### src/rtl/seq_chunk_adder_pkg.sv
// Shared definitions for the chunked sequential adder.
//   state_e     : controller states (IDLE, RUN, DONE), 2-bit encoding
//   num_chunks  : number of CHUNK-bit slices in a WIDTH-bit operand
//   idx_width   : width of the chunk index counter, never below 1 bit
package adder_pkg;

  typedef enum logic [1:0] {
    IDLE = 2'd0,
    RUN  = 2'd1,
    DONE = 2'd2
  } state_e;

  // Guards against division by zero so an illegal CHUNK still elaborates
  // far enough to reach the parameter check in the top level.
  function automatic int num_chunks(input int width, input int chunk);
    return (chunk > 0) ? (width / chunk) : 1;
  endfunction

  function automatic int idx_width(input int n);
    return (n > 1) ? $clog2(n) : 1;
  endfunction

endpackage

### src/rtl/seq_chunk_adder_if.sv
// Operation and result channels of the chunked sequential adder.
// Handshake rule for both channels: a transfer happens on a rising clk edge
// where valid and ready are both high. The sender keeps valid and its payload
// stable until that edge; ready may change freely and never depends on valid.
//   in_valid/in_ready  : operation channel, payload a, b, cin
//   out_valid/out_ready: result channel, payload sum, cout, overflow
// master = producer/consumer side, slave = the adder.
interface seq_chunk_adder_if #(
  parameter int WIDTH = 16
);
  logic             in_valid;
  logic             in_ready;
  logic [WIDTH-1:0] a;
  logic [WIDTH-1:0] b;
  logic             cin;
  logic             out_valid;
  logic             out_ready;
  logic [WIDTH-1:0] sum;
  logic             cout;
  logic             overflow;

  modport master (
    output in_valid, a, b, cin, out_ready,
    input  in_ready, out_valid, sum, cout, overflow
  );

  modport slave (
    input  in_valid, a, b, cin, out_ready,
    output in_ready, out_valid, sum, cout, overflow
  );
endinterface

### src/rtl/seq_chunk_adder_ripple.sv
// chunk_ripple_adder: combinational CHUNK-bit ripple of full-adder cells.
//   a, b   : CHUNK-bit slice operands
//   cin    : carry into bit 0
//   sum    : CHUNK-bit slice result
//   cout   : carry out of bit CHUNK-1
//   c_msb  : carry into bit CHUNK-1, used for signed overflow detection
module chunk_ripple_adder #(
  parameter int CHUNK = 4
) (
  input  logic [CHUNK-1:0] a,
  input  logic [CHUNK-1:0] b,
  input  logic             cin,
  output logic [CHUNK-1:0] sum,
  output logic             cout,
  output logic             c_msb
);

  // c[i] is the carry into bit i.
  logic [CHUNK:0] c;

  assign c[0] = cin;

  for (genvar i = 0; i < CHUNK; i++) begin : g_fa
    assign sum[i]   = a[i] ^ b[i] ^ c[i];
    assign c[i + 1] = (a[i] & b[i]) | (c[i] & (a[i] ^ b[i]));
  end

  assign cout  = c[CHUNK];
  assign c_msb = c[CHUNK-1];

endmodule

### src/rtl/seq_chunk_adder.sv
// seq_chunk_adder: adds a + b + cin over WIDTH bits, CHUNK bits per clock.
// One operation in flight; result held until the consumer takes it.
//   clk, rst  : clock, synchronous active-high reset
//   bus       : slave side of seq_chunk_adder_if (operation in, result out)
//   dbg_state : current controller state
module seq_chunk_adder
  import adder_pkg::*;
#(
  parameter int WIDTH = 16,
  parameter int CHUNK = 4
) (
  input  logic                clk,
  input  logic                rst,
  seq_chunk_adder_if.slave    bus,
  output state_e              dbg_state
);

  localparam int NUM_CHUNKS = num_chunks(WIDTH, CHUNK);
  localparam int IW         = idx_width(NUM_CHUNKS);
  localparam logic [IW-1:0] LAST_IDX = IW'(NUM_CHUNKS - 1);

  // Conditional operator keeps the modulo away from CHUNK == 0.
  localparam bit PARAM_BAD = (CHUNK < 1) ? 1'b1 :
                             ((CHUNK > WIDTH) || ((WIDTH % CHUNK) != 0));

  if (PARAM_BAD) begin : g_param_err
    $error("seq_chunk_adder: WIDTH=%0d CHUNK=%0d, need 1 <= CHUNK <= WIDTH and WIDTH %% CHUNK == 0",
           WIDTH, CHUNK);
  end

  state_e           state;
  logic [IW-1:0]    idx;
  logic             carry;
  logic [WIDTH-1:0] a_q;
  logic [WIDTH-1:0] b_q;
  logic [WIDTH-1:0] sum_q;
  logic             cout_q;
  logic             ovf_q;

  logic [CHUNK-1:0] a_sl;
  logic [CHUNK-1:0] b_sl;
  logic [CHUNK-1:0] sl_sum;
  logic             sl_cout;
  logic             sl_cmsb;

  // Select the operand slice addressed by idx.
  always_comb begin
    a_sl = '0;
    b_sl = '0;
    for (int i = 0; i < NUM_CHUNKS; i++) begin
      if (idx == IW'(i)) begin
        a_sl = a_q[i*CHUNK +: CHUNK];
        b_sl = b_q[i*CHUNK +: CHUNK];
      end
    end
  end

  chunk_ripple_adder #(.CHUNK(CHUNK)) u_slice (
    .a     (a_sl),
    .b     (b_sl),
    .cin   (carry),
    .sum   (sl_sum),
    .cout  (sl_cout),
    .c_msb (sl_cmsb)
  );

  always_ff @(posedge clk) begin
    if (rst) begin
      state  <= IDLE;
      idx    <= '0;
      carry  <= 1'b0;
      sum_q  <= '0;
      cout_q <= 1'b0;
      ovf_q  <= 1'b0;
    end else begin
      case (state)
        IDLE: begin
          // in_ready is high throughout IDLE outside reset.
          if (bus.in_valid) begin
            a_q   <= bus.a;
            b_q   <= bus.b;
            carry <= bus.cin;
            idx   <= '0;
            state <= RUN;
          end
        end
        RUN: begin
          // Only the addressed chunk of sum is written; the rest keeps its
          // old contents until its turn comes.
          for (int i = 0; i < NUM_CHUNKS; i++) begin
            if (idx == IW'(i)) begin
              sum_q[i*CHUNK +: CHUNK] <= sl_sum;
            end
          end
          carry <= sl_cout;
          if (idx == LAST_IDX) begin
            cout_q <= sl_cout;
            ovf_q  <= sl_cmsb ^ sl_cout;
            idx    <= '0;
            state  <= DONE;
          end else begin
            idx <= idx + 1'b1;
          end
        end
        DONE: begin
          if (bus.out_ready) begin
            state <= IDLE;
          end
        end
        default: state <= IDLE;
      endcase
    end
  end

  assign bus.in_ready  = (state == IDLE) && !rst;
  assign bus.out_valid = (state == DONE);
  assign bus.sum       = sum_q;
  assign bus.cout      = cout_q;
  assign bus.overflow  = ovf_q;
  assign dbg_state     = state;

endmodule

### src/flat_wrapper.sv
// flat-port wrapper written by rule: the top's interface ports become plain ports
module seq_chunk_adder_flat import adder_pkg::*;
#(
  parameter int WIDTH = 16,
  parameter int CHUNK = 4
)
  (clk, rst, dbg_state, bus_in_valid, bus_a, bus_b, bus_cin, bus_out_ready, bus_in_ready, bus_out_valid, bus_sum, bus_cout, bus_overflow);
  seq_chunk_adder_if #(.WIDTH(WIDTH)) bus_i ();
  input  logic clk;
  input  logic rst;
  output state_e dbg_state;
  input wire logic [$bits(bus_i.in_valid)-1:0] bus_in_valid;
  input wire logic [$bits(bus_i.a)-1:0] bus_a;
  input wire logic [$bits(bus_i.b)-1:0] bus_b;
  input wire logic [$bits(bus_i.cin)-1:0] bus_cin;
  input wire logic [$bits(bus_i.out_ready)-1:0] bus_out_ready;
  output wire logic [$bits(bus_i.in_ready)-1:0] bus_in_ready;
  output wire logic [$bits(bus_i.out_valid)-1:0] bus_out_valid;
  output wire logic [$bits(bus_i.sum)-1:0] bus_sum;
  output wire logic [$bits(bus_i.cout)-1:0] bus_cout;
  output wire logic [$bits(bus_i.overflow)-1:0] bus_overflow;
  assign bus_i.in_valid = bus_in_valid;
  assign bus_i.a = bus_a;
  assign bus_i.b = bus_b;
  assign bus_i.cin = bus_cin;
  assign bus_i.out_ready = bus_out_ready;
  assign bus_in_ready = bus_i.in_ready;
  assign bus_out_valid = bus_i.out_valid;
  assign bus_sum = bus_i.sum;
  assign bus_cout = bus_i.cout;
  assign bus_overflow = bus_i.overflow;
  seq_chunk_adder #(.WIDTH(WIDTH), .CHUNK(CHUNK)) u_core (.clk(clk), .rst(rst), .bus(bus_i), .dbg_state(dbg_state));
endmodule
### config.mk
export PLATFORM = sky130hd
export DESIGN_NAME = seq_chunk_adder_flat
export DESIGN_NICKNAME = d
export VERILOG_FILES = /design/src/rtl/seq_chunk_adder_pkg.sv /design/src/rtl/seq_chunk_adder_if.sv /design/src/rtl/seq_chunk_adder_ripple.sv /design/src/rtl/seq_chunk_adder.sv /design/src/flat_wrapper.sv
export SDC_FILE = /design/constraint.sdc
export NUM_CORES = 1
export LEC_CHECK = 0
export BUFFER_PORTS_ARGS = -buffer_cell sky130_fd_sc_hd__buf_2
export CAP_MARGIN = 20
export CORE_MARGIN = 8
export CORE_UTILIZATION = 50
export CTS_CLUSTER_SIZE = 24
export DETAILED_ROUTE_END_ITERATION = 8
export GPL_ROUTABILITY_DRIVEN = 0
export PLACE_DENSITY = 0.77
export RECOVER_POWER = 25
export SLEW_MARGIN = 20
export SYNTH_ARGS = -nofsm -noshare
export SYNTH_HDL_FRONTEND = slang
export SYNTH_SLANG_ARGS = --single-unit
### constraint.sdc
create_clock -name clk -period 8.8 [get_ports clk]
set_input_delay 1.32 -clock clk [delete_from_list [all_inputs] [get_ports clk]]
set_output_delay 1.32 -clock clk [all_outputs]
set_load 0.01 [all_outputs]
# Word-level counts from Yosys, hierarchy flattened
# Cells that the tools add are included.
# word_totals
ff_bits,55
input_bits,37
output_inout_bits,22
wordCells,71
# classes
n_addsub,1
eq_ne,8
n_mux,17
bitwise,22
n_reduce_logical,12
# op_table
cell,n
$mux W4,8
$mux W2,5
$reduce_and A2 Y1,5
$xor A1 B1 Y1,9
$and A1 B1 Y1,8
$eq A2 B2 Y1 const B,3
$pmux W2 S3,1
$reduce_and A3 Y1,2
$eq A2 B1 Y1 const B,2
$logic_not A2 Y1,2
$ne A2 B2 Y1 const B,2
$or A1 B1 Y1,4
$pmux W2 S2,1
$add A2 B1 Y2 const B,1
$ne A2 B1 Y1 const B,1
$pmux W1 S2,1
$reduce_bool A2 Y1,1
$logic_and A1 B1 Y1,1
$logic_not A1 Y1,1
$mux W1,1
$not A1 Y1,1

# Depth between registers and ports, before layout
# Gate-level depths: netlist of the first run.
# logic_depth
depth_word,15
ltp_mapped,16
mapped_depth_nobuf,15

# Cells and area by module
# From an unflattened synthesis of the first run, not the netlist that was laid out.
# unflattened
hier_cells,176
hier_area_um2,2240.9
# modules_own_cells
module,n_inst,cells_each,area_each_um2,seq_area_each_um2
seq_chunk_adder,1,164,2130.8,1421.4
chunk_ripple_adder,1,12,110.1,0.0

# Worst setup path after synthesis of the first run
# OpenSTA, ideal clock, no wires.
# synth_path
path_type,register to register
start,reg u_core.idx[1]
end,reg u_core.sum_q[15] (netlist: u_core.bus.sum[15])
setup_ns,0.129
arrival_time_ns,2.863
t_required_ns,8.671
path_slack_ns,5.808
path_stages_with_launch,15
n_path_buf,1
period_less_slack_ns,2.992
path_cell_list,dfxtp_1 > inv_1 > ha_1 > buf_2 > o211ai_1 > o221ai_1 > fa_1 > inv_1 > fa_1 > inv_1 > fa_1 > inv_1 > fa_1 > mux2i_1 > nor2_1
# synth_between
elab_chain_len,13
elab_cells_between_ends,27
classes_between,eq/ne: 3; mux: 8; bitwise: 14; reduce/logical: 2
# synth_rtl
item,line_no,rtl
"start, declared",seq_chunk_adder.sv:32,logic [IW-1:0] idx;
"start signal, assigned",seq_chunk_adder.sv:102,idx <= idx + 1'b1;
$logic_not A2 Y1,seq_chunk_adder.sv:51,if (idx == IW'(i)) begin
$mux W4 (4 in series),seq_chunk_adder.sv:51,
$xor A1 B1 Y1,seq_chunk_adder_ripple.sv:25,assign c[i + 1] = (a[i] & b[i]) | (c[i] & (a[i] ^ b[i]));
$and A1 B1 Y1,seq_chunk_adder_ripple.sv:25,
$or A1 B1 Y1,seq_chunk_adder_ripple.sv:25,
$and A1 B1 Y1,seq_chunk_adder_ripple.sv:25,
$or A1 B1 Y1,seq_chunk_adder_ripple.sv:25,
$and A1 B1 Y1,seq_chunk_adder_ripple.sv:25,
$or A1 B1 Y1,seq_chunk_adder_ripple.sv:25,
$xor A1 B1 Y1 *,seq_chunk_adder_ripple.sv:24,assign sum[i] = a[i] ^ b[i] ^ c[i];
via u_core.sl_sum[3],seq_chunk_adder.sv:42,logic [CHUNK-1:0] sl_sum;
"end signal, assigned by index",seq_chunk_adder.sv:92,sum_q[i*CHUNK +: CHUNK] <= sl_sum;
"end, declared",seq_chunk_adder.sv:36,logic [WIDTH-1:0] sum_q;
# The timed path passes the listed nets; every way through them passes the cells marked *.
# A chain may end at the register's enable or synchronous reset.

# Worst setup path after layout of the first run
# layout_path
start,reg u_core.idx[0]
end,reg u_core.sum_q[15] (netlist: u_core.bus.sum[15])
# The elaborated chain is that of the path after synthesis.

==> impl_summary.txt, run 1 <==
----------------------------------------------------
[Critical path]
  Startpoint of the most critical register-to-register path ... u_core.idx[0]
  Sort of element at the end of the critical path ... register
  Type of origin of the critical path ... register
  Required arrival time at the worst endpoint ... 8980 ps
  Type of the worst setup path ... register to register
  Top fanout value on the critical path ... 17
  CP arrival ... 3480 ps
  Launching instance or port of the critical path ... u_core.idx[0]

[Routing]
  Post-DRT Antenna Nets ... 0
  Number of DRC markers after the initial detailed-route iteration ... 114
  Length of the first detailed-routing pass in iterations ... 4
  Via density per instance ... 5.26
  Vias after detailed routing ... 1,482
  Per-cell routed wire length ... 15.3 um
  Drt drc ... 0
  Wire length after detailed routing ... 4310 um

[CTS]
  Clock-pin transition on the worst setup and hold timing paths ... 90 ps
  CTS Root Buffer Type ... sky130_fd_sc_hd__clkbuf_8
  CTS resizes ... 0
  H-tree level count ... 2
  Buffers from clock root to sink, at most ... 2
  Quantity of hold-fixing buffers added after cts ... 0
  TritonCTS clock tree ... done
  Sink Count ... 55
  Clock latency on the worst-skew pair ... 300 ps
  Inserted Clock Buffers ... 5
  Number of post-CTS setup repair buffers ... 0

[Timing]
  Transition at the pin with the smallest max-transition slack ... 541 ps
  Slew margin rel. ... 63.8%
  Setup repair after global routing missed its margin ... false
  FMAX ... 0.304 GHz
  Total Neg Setup Slack ... 0 ps
  Final critical path time including I/O delays and setup ... 3290 ps
  Final setup violation count ... 0
  Number of pins with negative max-slew slack in the final report ... 0
  Layout Skew ... 6.81 ps
  Share of the clock period used by the worst path after layout ... 37.4%
  Number of hold-slack violations in the final timing report ... 0

[Synth]
  Sequential fraction of the synthesis area ... 62.3%
  Mean instance size in the synthesized netlist ... 13.1 um^2
  Fraction of registers with async set/reset ... 0%
  Main flop type after synthesis ... sky130_fd_sc_hd__edfxtp_1
  Post-Syn Area ... 2280 um^2
  Gate count of the mapped netlist ... 174
  Distinct cells, synth ... 34
  Number of nets produced by synthesis ... 219
  Count of flip-flops with a built-in enable after synthesis ... 32
  Yosys warns ... 0
  Number of synthesized register bits ... 55

[Worst hold path]
  Critical hold path startpoint ... u_core.bus.sum[8]
  HP Class ... register to register

[Power]
  Internal Pwr Total ... 0.399 mW
  Switching share of total power ... 23.2%
  Largest voltage drop on the vdd net ... 0.000116 V
  Switching component of the power ... 0.121 mW
  Pleak ... 1.07 nW
  Total power of the final layout ... 0.519 mW
  PwrDens ... 194 nW/um^2
  Clock network power share ... 31.0%
  Sequential Power Share ... 55.6%
  Combinational power share ... 13.4%

[Layout]
  ANT cells ... 0
  Signed area change from the synthesized netlist to the final layout ... 17.1%
  Cell Count, Final, Fillers Out ... 282
  Layout cells sized above 1 ... 33.0%
  FILL cells ... 341
  Final design instance area without fill ... 2670 um^2
  Share of the core filled with cells in the final layout ... 60.9%
  Final #Nets ... 274

[Die]
  Area of the die ... 6980 um^2
  Ports placed on the boundary ... 59
  Placeable core region ... 4380 um^2
  Vertical die dimension ... 83.6 um
  DIE WIDTH ... 83.6 um
  Effective utilization at floorplan ... 52.1%
  Core Rows ... 24

[Placed design]
  HPWL after DPL ... 3190 um
  Post-detailed-placement cell area ... 2560 um^2
  Quantity of I/O buffers inserted on ports ... 58
  Placed instance count ... 274

[Job]
  Number of maximum-capacitance constraint violations ... 0

[Global route]
  Pin count of the biggest net entering global routing ... 33
  Vias in the first global route ... 1,461
  First-pass GRT wire length ... 7090 um
  Layer with the highest usage after global routing ... met2
  Total global-route track usage ... 12.2%
  Fraction of met1 tracks used by global routing ... 15.2%
  Met3 Track Usage GR ... 5.66%
  Initial antenna violation count ... 0
  Total congestion overflow after global routing ... 0
  Met2 usage ... 17.9%

[Run status]
  Result of the run ... complete, no violations

----------------------------------------------------
-- worst max-delay path: stages, from the launching register on --
cell and delay [ps]:
sky130_fd_sc_hd__dfxtp_1 420, sky130_fd_sc_hd__ha_1 520, sky130_fd_sc_hd__nand2_1 100, sky130_fd_sc_hd__o211ai_1 110, sky130_fd_sc_hd__o221ai_1 160, sky130_fd_sc_hd__fa_1 410, sky130_fd_sc_hd__inv_1 80, sky130_fd_sc_hd__fa_1 150
sky130_fd_sc_hd__inv_1 50, sky130_fd_sc_hd__fa_1 400, sky130_fd_sc_hd__inv_1 90, sky130_fd_sc_hd__fa_1 470, sky130_fd_sc_hd__mux2i_1 160, sky130_fd_sc_hd__nor2_1 50
-- synth_stat cells (all sizes together) (8+ instances only) --
cell	number	area share, %
nor2	24	4.6
mux2i	10	4.4
buf	9	3.5
edfxtp	32	42
a211oi	8	3.1
dfxtp	23	20
nand2	12	2.0
inv	8	1.3
-- final timing paths --
check | endpoint | slack, ps | cells after the start
worst min-delay path | u_core.bus.sum[8] | 510 | 2
worst min register to register | u_core.bus.sum[8] | 510 | 2
worst max-delay path | u_core.bus.sum[15] | 5510 | 13
worst max register to register | u_core.bus.sum[15] | 5510 | 13
-- routing by layer --
metal	vias up	wire (um)	part of all wire, %
met2	69	1840	43
met4	0	70	1.6
li1	738	-	-
met5	-	0	0
met3	9	436	10
met1	666	1970	46
-- cell type report --
type	count	area [um^2]	share of cell area, %
Tap cell	52	65.1	2.44
Clock buffer	5	68.8	2.58
Inverter	8	30.0	1.12
Timing Repair Buffer	59	298	11.1
Sequential cell	55	1420	53.2
Clock inverter	3	43.8	1.64
Multi-Input combinational cell	100	744	27.9
-- registers in the layout, summed over array words and instances, names as in the netlist --
name	count
u_core.carry	1
u_core.bus.overflow	1
u_core.idx	2
u_core.a_q	16
u_core.b_q	16
u_core.bus.cout	1
u_core.bus.sum	16
u_core.dbg_state	2
-- stage by stage --
| step | hold slack [ps] | worst slack (ps) |
|---|---|---|
| final | 506 | 5510 |
| after global routing | 518 | 5160 |
| after CTS | 508 | 5490 |
| after detailed placement | 482 | 5500 |
| after global placement | 479 | 5530 |
| after floorplan | 475 | 5810 |
-- power groups by stage --
stage / clock network [mW] / logic [mW] / registers (mW)
floorplan: 0 / 0.0472 / 0.295
global placement: 0 / 0.0693 / 0.294
detailed placement: 0 / 0.0708 / 0.295
CTS: 0.165 / 0.0706 / 0.289
global route: 0.173 / 0.0785 / 0.290
finish: 0.161 / 0.0697 / 0.289
-- cell families (layout without fill, tap and decap cells) --
group | after synthesis | in the layout | synth area share, %
xor gates and xnor gates | 1 | 1 | 0.384
buffers and inverters | 19 | 75 | 5.10
muxes | 10 | 10 | 4.39
DFF | 55 | 55 | 62.3
and+or+nand+nor | 51 | 51 | 11.5
adders and majority gates | 8 | 8 | 5.70
AOI/OAI and AO/OA | 30 | 30 | 10.6
-- cells in the final DEF, fill, tap and decap left out, drive strengths merged, types with 4 or more instances in the layout --
cell	instances
buf	59
edfxtp	32
nor2	24
dfxtp	23
nand2	12
mux2i	10
inv	8
a211oi	8
clkbuf	5
nand3b	4
o22ai	4
a31oi	4
o211ai	4
o221ai	4
and3b	4
fa	4
ha	4
Note: power is estimated with default switching activity, not from simulation.
==> run 2: changes to the inputs <==
--- a/config.mk
+++ b/config.mk
@@ -8,11 +8,11 @@
 export BUFFER_PORTS_ARGS = -buffer_cell sky130_fd_sc_hd__buf_2
 export CAP_MARGIN = 20
 export CORE_MARGIN = 8
-export CORE_UTILIZATION = 50
+export CORE_UTILIZATION = 47
 export CTS_CLUSTER_SIZE = 24
 export DETAILED_ROUTE_END_ITERATION = 8
 export GPL_ROUTABILITY_DRIVEN = 0
-export PLACE_DENSITY = 0.77
+export PLACE_DENSITY = 0.76
 export RECOVER_POWER = 25
 export SLEW_MARGIN = 20
 export SYNTH_ARGS = -nofsm -noshare
==> constraint.sdc (replaced) <==
create_clock -name clk -period 2.7 [get_ports clk]
set_input_delay 0.405 -clock clk [delete_from_list [all_inputs] [get_ports clk]]
set_output_delay 0.405 -clock clk [all_outputs]
set_load 0.01 [all_outputs]
==> run 2 against run 1 <==
  * The run now ends with negative setup slack left
  * Maximum frequency increased by 16%
  * Critical endpoint is now u_core.bus.sum[11]
  * Total power rose to 3.2 times the previous value
  * Register-to-register slack got worse by 5700 ps
  * Worst hold slack got worse by 240 ps
  * Routed wire length is 9.3% higher
==> impl_summary.txt, run 2 (synthesis results as in run 1) <==
----------------------------------------------------
[Run status]
  Result of the run ... finished, violations left
  Failing checks ... negative setup slack

[CTS]
  H-tree level count ... 2
  Buffers from clock root to sink, at most ... 2
  Inserted Clock Buffers ... 5
  Sink Count ... 55
  Clock-pin transition on the worst setup and hold timing paths ... 100 ps
  Clock latency on the worst-skew pair ... 300 ps
  TritonCTS clock tree ... done
  Quantity of hold-fixing buffers added after cts ... 0
  CTS Root Buffer Type ... sky130_fd_sc_hd__clkbuf_8

[Routing]
  Via density per instance ... 5.10
  Per-cell routed wire length ... 15.6 um
  Length of the first detailed-routing pass in iterations ... 4
  Post-DRT Antenna Nets ... 0
  Routed metal-1 wire length ... 2200 um
  Top layer used by detailed routing ... met4
  Number of DRC markers after the initial detailed-route iteration ... 111
  Met2 layer wire length in the routed design ... 2110 um
  Drt drc ... 0
  Vias after detailed routing ... 1,536
  Met3 wire len ... 358 um
  Wire length after detailed routing ... 4710 um

[Timing]
  Total Neg Setup Slack ... -558 ps
  Transition at the pin with the smallest max-transition slack ... 524 ps
  Final critical path time including I/O delays and setup ... 2840 ps
  Post-route worst hold slack ... 268 ps
  Final setup violation count ... 6
  Number of pins with negative max-slew slack in the final report ... 0
  Setup repair after global routing missed its margin ... true
  Share of the clock period used by the worst path after layout ... 105%
  Post-route worst setup slack ... -142 ps
  FMAX ... 0.352 GHz
  Slew margin rel. ... 65.1%
  Layout Skew ... 12.8 ps
  Number of hold-slack violations in the final timing report ... 0

[Layout]
  FILL cells ... 375
  Share of the core filled with cells in the final layout ... 60.9%
  Final design instance area without fill ... 2860 um^2
  ANT cells ... 0
  Final #Nets ... 291
  Cell Count, Final, Fillers Out ... 301
  Commonest non-fill, non-tap cells in the layout ... sky130_fd_sc_hd__buf_2, sky130_fd_sc_hd__edfxtp_1, sky130_fd_sc_hd__dfxtp_1
  Commonest non-fill, non-tap cell in the layout ... sky130_fd_sc_hd__buf_2
  Layout cells sized above 1 ... 45.3%
  Signed area change from the synthesized netlist to the final layout ... 25.2%

[Die]
  Placeable core region ... 4690 um^2
  Ports placed on the boundary ... 59
  Effective utilization at floorplan ... 48.6%
  Vertical die dimension ... 85.7 um
  Core Rows ... 25
  Area of the die ... 7340 um^2
  DIE WIDTH ... 85.7 um

[Global route]
  Vias in the first global route ... 1,692
  Total global-route track usage ... 13.5%
  Initial antenna violation count ... 0
  First-pass GRT wire length ... 7830 um
  Pin count of the biggest net entering global routing ... 33
  Total congestion overflow after global routing ... 0

[Placed design]
  Post-detailed-placement cell area ... 2700 um^2
  HPWL after DPL ... 3510 um
  Placed instance count ... 287
  Post-Place Worst Slack ... -165 ps
  Quantity of I/O buffers inserted on ports ... 58

[Power]
  Largest voltage drop on the vdd net ... 0.000367 V
  Pleak ... 1.14 nW
  Total power of the final layout ... 1.66 mW
  PwrDens ... 581 nW/um^2

[Worst hold path]
  HP Class ... primary input to register

[Critical path]
  Type of origin of the critical path ... register
  Sort of element at the end of the critical path ... register
  Top fanout value on the critical path ... 6
  CP arrival ... 3030 ps
  Type of the worst setup path ... register to register
  Required arrival time at the worst endpoint ... 2890 ps

[Job]
  Number of maximum-capacitance constraint violations ... 0

----------------------------------------------------
-- run 2: final cells by class --
type / count / area (um^2) / area share [%]
repair buffers: 76 / 429 / 15.0
clock buffers: 5 / 68.8 / 2.41
inverters: 8 / 32.5 / 1.14
flip-flops and latches: 55 / 1430 / 49.9
multi-input cells: 100 / 815 / 28.5
well taps: 54 / 67.6 / 2.37
clock inverters: 3 / 17.5 / 0.613
-- run 2: what timing repair did --
item / in CTS / in global routing
gates resized for setup: 7 / 0
setup buffers: 5 / 1
pin swaps: 6 / 2
endpoints found under the setup margin: 7 / 7
hold endpoints to repair: 0 / 0
-- run 2: worst paths after layout --
path                      from            endpoint  depth (start not counted)  slack (ps)
min                   bus_a[3]       u_core.a_q[3]                          1         270
min reg2reg  u_core.bus.sum[8]   u_core.bus.sum[8]                          2         500
max reg2reg      u_core.idx[0]  u_core.bus.sum[11]                         13        -140
max              u_core.idx[0]  u_core.bus.sum[11]                         13        -140
-- run 2: per-layer routing --
layer | up-vias | GRT usage [%]
met5 | - | 0
met4 | 0 | 4.62
met3 | 4 | 6.11
met2 | 54 | 20.7
met1 | 710 | 16.4
li1 | 768 | -
-- run 2: worst max-delay path, cell delays in order, from the launching register on --
cell	delay (ps)
sky130_fd_sc_hd__dfxtp_4	370
sky130_fd_sc_hd__buf_6	120
sky130_fd_sc_hd__ha_4	160
sky130_fd_sc_hd__o211ai_1	190
sky130_fd_sc_hd__o221ai_2	130
sky130_fd_sc_hd__fa_2	370
sky130_fd_sc_hd__inv_2	70
sky130_fd_sc_hd__fa_2	200
sky130_fd_sc_hd__inv_2	40
sky130_fd_sc_hd__fa_2	340
sky130_fd_sc_hd__inv_2	70
sky130_fd_sc_hd__fa_2	460
sky130_fd_sc_hd__mux2i_1	160
sky130_fd_sc_hd__nor2_1	60
-- run 2: power breakdown --
part | switching [mW] | internal [mW]
logic | 0.142 | 0.138
clock network | 0.253 | 0.182
registers | 0.0190 | 0.924
==> run 3: changes to the inputs <==
--- a/config.mk
+++ b/config.mk
@@ -8,11 +8,12 @@
 export BUFFER_PORTS_ARGS = -buffer_cell sky130_fd_sc_hd__buf_2
 export CAP_MARGIN = 20
 export CORE_MARGIN = 8
-export CORE_UTILIZATION = 47
+export CORE_UTILIZATION = 49
+export CTS_BUF_LIST = sky130_fd_sc_hd__clkbuf_2 sky130_fd_sc_hd__clkbuf_4 sky130_fd_sc_hd__clkbuf_8
 export CTS_CLUSTER_SIZE = 24
 export DETAILED_ROUTE_END_ITERATION = 8
 export GPL_ROUTABILITY_DRIVEN = 0
-export PLACE_DENSITY = 0.76
+export PLACE_DENSITY = 0.79
 export RECOVER_POWER = 25
 export SLEW_MARGIN = 20
 export SYNTH_ARGS = -nofsm -noshare
==> run 3 against run 2 <==
  * Cell count is 1.0% lower
  * Clock power is 3% higher
  * Via count is 3.1% lower
  * Critical path type unchanged
  * Total power is 0.34% higher
  * Worst hold slack better by 1.7 ps
  * Clock skew is 7.1 ps lower
  * Flip-flop and latch count stayed put
  * The flow still finishes with violations (negative setup slack)
  * Highest routed layer unchanged
==> impl_summary.txt, run 3 (synthesis results as in run 1) <==
----------------------------------------------------
[Run status]
  Result of the run ... finished, violations left
  Failing checks ... negative setup slack

[Critical path]
  Sort of element at the end of the critical path ... register
  Type of the worst setup path ... register to register
  Most common cell type on the critical path ... sky130_fd_sc_hd__fa_2
  Type of origin of the critical path ... register
  Cell with the biggest individual delay on the critical path ... sky130_fd_sc_hd__fa_2
  CP arrival ... 3010 ps
  Dominant delay contributor by cell family on the critical path ... adder cells
  Buffering stage count on the worst path with inverters included ... 4
  Max stage delay on crit path ... 450 ps
  Top fanout value on the critical path ... 4
  Required arrival time at the worst endpoint ... 2890 ps
  Cell breakdown of the critical path ... inv_4 > ha_4 > nand2_1 > o211ai_1 > o221ai_2 > fa_2 > inv_2 > fa_2 > inv_2 > fa_2 > inv_2 > fa_2 > mux2i_1 > nor2_1

[Power]
  Clock network power share ... 26.9%
  Sequential Power Share ... 56.7%
  Total power of the final layout ... 1.66 mW
  Combinational power share ... 16.4%
  Largest voltage drop on the vdd net ... 0.000407 V
  Switching component of the power ... 0.415 mW
  Pleak ... 1.13 nW
  Internal Pwr Total ... 1.25 mW
  Switching share of total power ... 24.9%
  PwrDens ... 584 nW/um^2

[Layout]
  Signed area change from the synthesized netlist to the final layout ... 24.8%
  ANT cells ... 0
  Layout cells sized above 1 ... 44.7%
  Final design instance area without fill ... 2850 um^2
  Commonest non-fill, non-tap cells in the layout ... sky130_fd_sc_hd__buf_2, sky130_fd_sc_hd__edfxtp_1, sky130_fd_sc_hd__dfxtp_1
  Share of the core filled with cells in the final layout ... 61.9%
  Commonest non-fill, non-tap cell in the layout ... sky130_fd_sc_hd__buf_2
  Final #Nets ... 288

[Global route]
  Initial antenna violation count ... 0
  First-pass GRT wire length ... 7430 um
  Vias in the first global route ... 1,606
  Met2 usage ... 19.2%
  Total global-route track usage ... 12.8%
  Layer with the highest usage after global routing ... met2
  Met3 Track Usage GR ... 6.20%
  Pin count of the biggest net entering global routing ... 33
  Fraction of met1 tracks used by global routing ... 15.8%
  Total congestion overflow after global routing ... 0

[Die]
  Effective utilization at floorplan ... 49.6%
  Core Rows ... 25
  Ports placed on the boundary ... 59
  DIE WIDTH ... 84.2 um
  Placeable core region ... 4600 um^2
  Area of the die ... 7100 um^2
  Vertical die dimension ... 84.2 um

[Timing]
  Share of the clock period used by the worst path after layout ... 104%
  Final critical path time including I/O delays and setup ... 2810 ps
  Setup repair after global routing missed its margin ... true
  Layout Skew ... 5.69 ps
  FMAX ... 0.355 GHz
  Post-route worst setup slack ... -114 ps
  Slew margin rel. ... 65.0%
  Number of pins with negative max-slew slack in the final report ... 0
  Post-route worst hold slack ... 269 ps
  Final setup violation count ... 6
  Transition at the pin with the smallest max-transition slack ... 524 ps
  Number of hold-slack violations in the final timing report ... 0

[Placed design]
  Quantity of I/O buffers inserted on ports ... 58
  Post-Place Worst Slack ... -180 ps
  Post-detailed-placement cell area ... 2700 um^2
  HPWL after DPL ... 3400 um

[Routing]
  Post-DRT Antenna Nets ... 0
  Per-cell routed wire length ... 14.9 um
  Vias after detailed routing ... 1,488
  Wire length after detailed routing ... 4430 um
  Number of DRC markers after the initial detailed-route iteration ... 86
  Length of the first detailed-routing pass in iterations ... 4
  Via density per instance ... 4.99
  Drt drc ... 0

[CTS]
  Clock-pin transition on the worst setup and hold timing paths ... 90 ps
  Clock latency on the worst-skew pair ... 310 ps
  Sink Count ... 55
  Buffers from clock root to sink, at most ... 2
  CTS Root Buffer Type ... sky130_fd_sc_hd__clkbuf_8
  Quantity of hold-fixing buffers added after cts ... 0
  Inserted Clock Buffers ... 5
  TritonCTS clock tree ... done
  H-tree level count ... 2

[Job]
  Number of maximum-capacitance constraint violations ... 0

[Worst hold path]
  HP Class ... primary input to register

----------------------------------------------------
## run 3: area by class of cell
type | count | area, um^2
multi-input cells | 100 | 825
well taps | 54 | 67.6
fillers | 353 | 1750
repair buffers | 73 | 403
clock buffers | 6 | 76.3
flip-flops and latches | 55 | 1430
clock inverters | 2 | 12.5
inverters | 8 | 35.0
## run 3: final timing paths
| kind | from | to | slack (ps) | cells past startpoint |
|---|---|---|---|---|
| setup / recovery | u_core.idx[0] | u_core.bus.sum[3] | -110 | 14 |
| hold / removal | bus_b[9] | u_core.b_q[9] | 270 | 1 |
| setup reg to reg | u_core.idx[0] | u_core.bus.sum[3] | -110 | 14 |
| hold reg to reg | u_core.bus.sum[5] | u_core.bus.sum[5] | 500 | 2 |
## run 3: per-stage QoR
step,TNS (ps),instances
finish,-555,298
global route,-1600,298
CTS,-563,297
detailed placement,-926,287
global placement,-536,287
floorplan,-339,174
## run 3: repair_timing
action | CTS | global route
pin swaps | 5 | 0
setup buffers | 2 | 1
endpoints found under the setup margin | 7 | 7
hold endpoints to repair | 0 | 0
resized for setup | 7 | 1
## run 3: layer usage
| layer | routed length (um) | part of all wire, % | up-vias |
|---|---|---|---|
| li1 | - | - | 761 |
| met1 | 2060 | 46 | 664 |
| met2 | 1960 | 44 | 56 |
| met3 | 352 | 7.9 | 7 |
| met4 | 61 | 1.4 | 0 |
| met5 | 0 | 0 | - |
## run 3: power groups by stage
stage	Sequential, mW	Combinational (mW)	Clock, mW
after CTS	0.943	0.276	0.458
after floorplan	0.963	0.172	0
after global routing	0.947	0.306	0.487
after global placement	0.961	0.257	0
final	0.943	0.274	0.448
after detailed placement	0.963	0.266	0
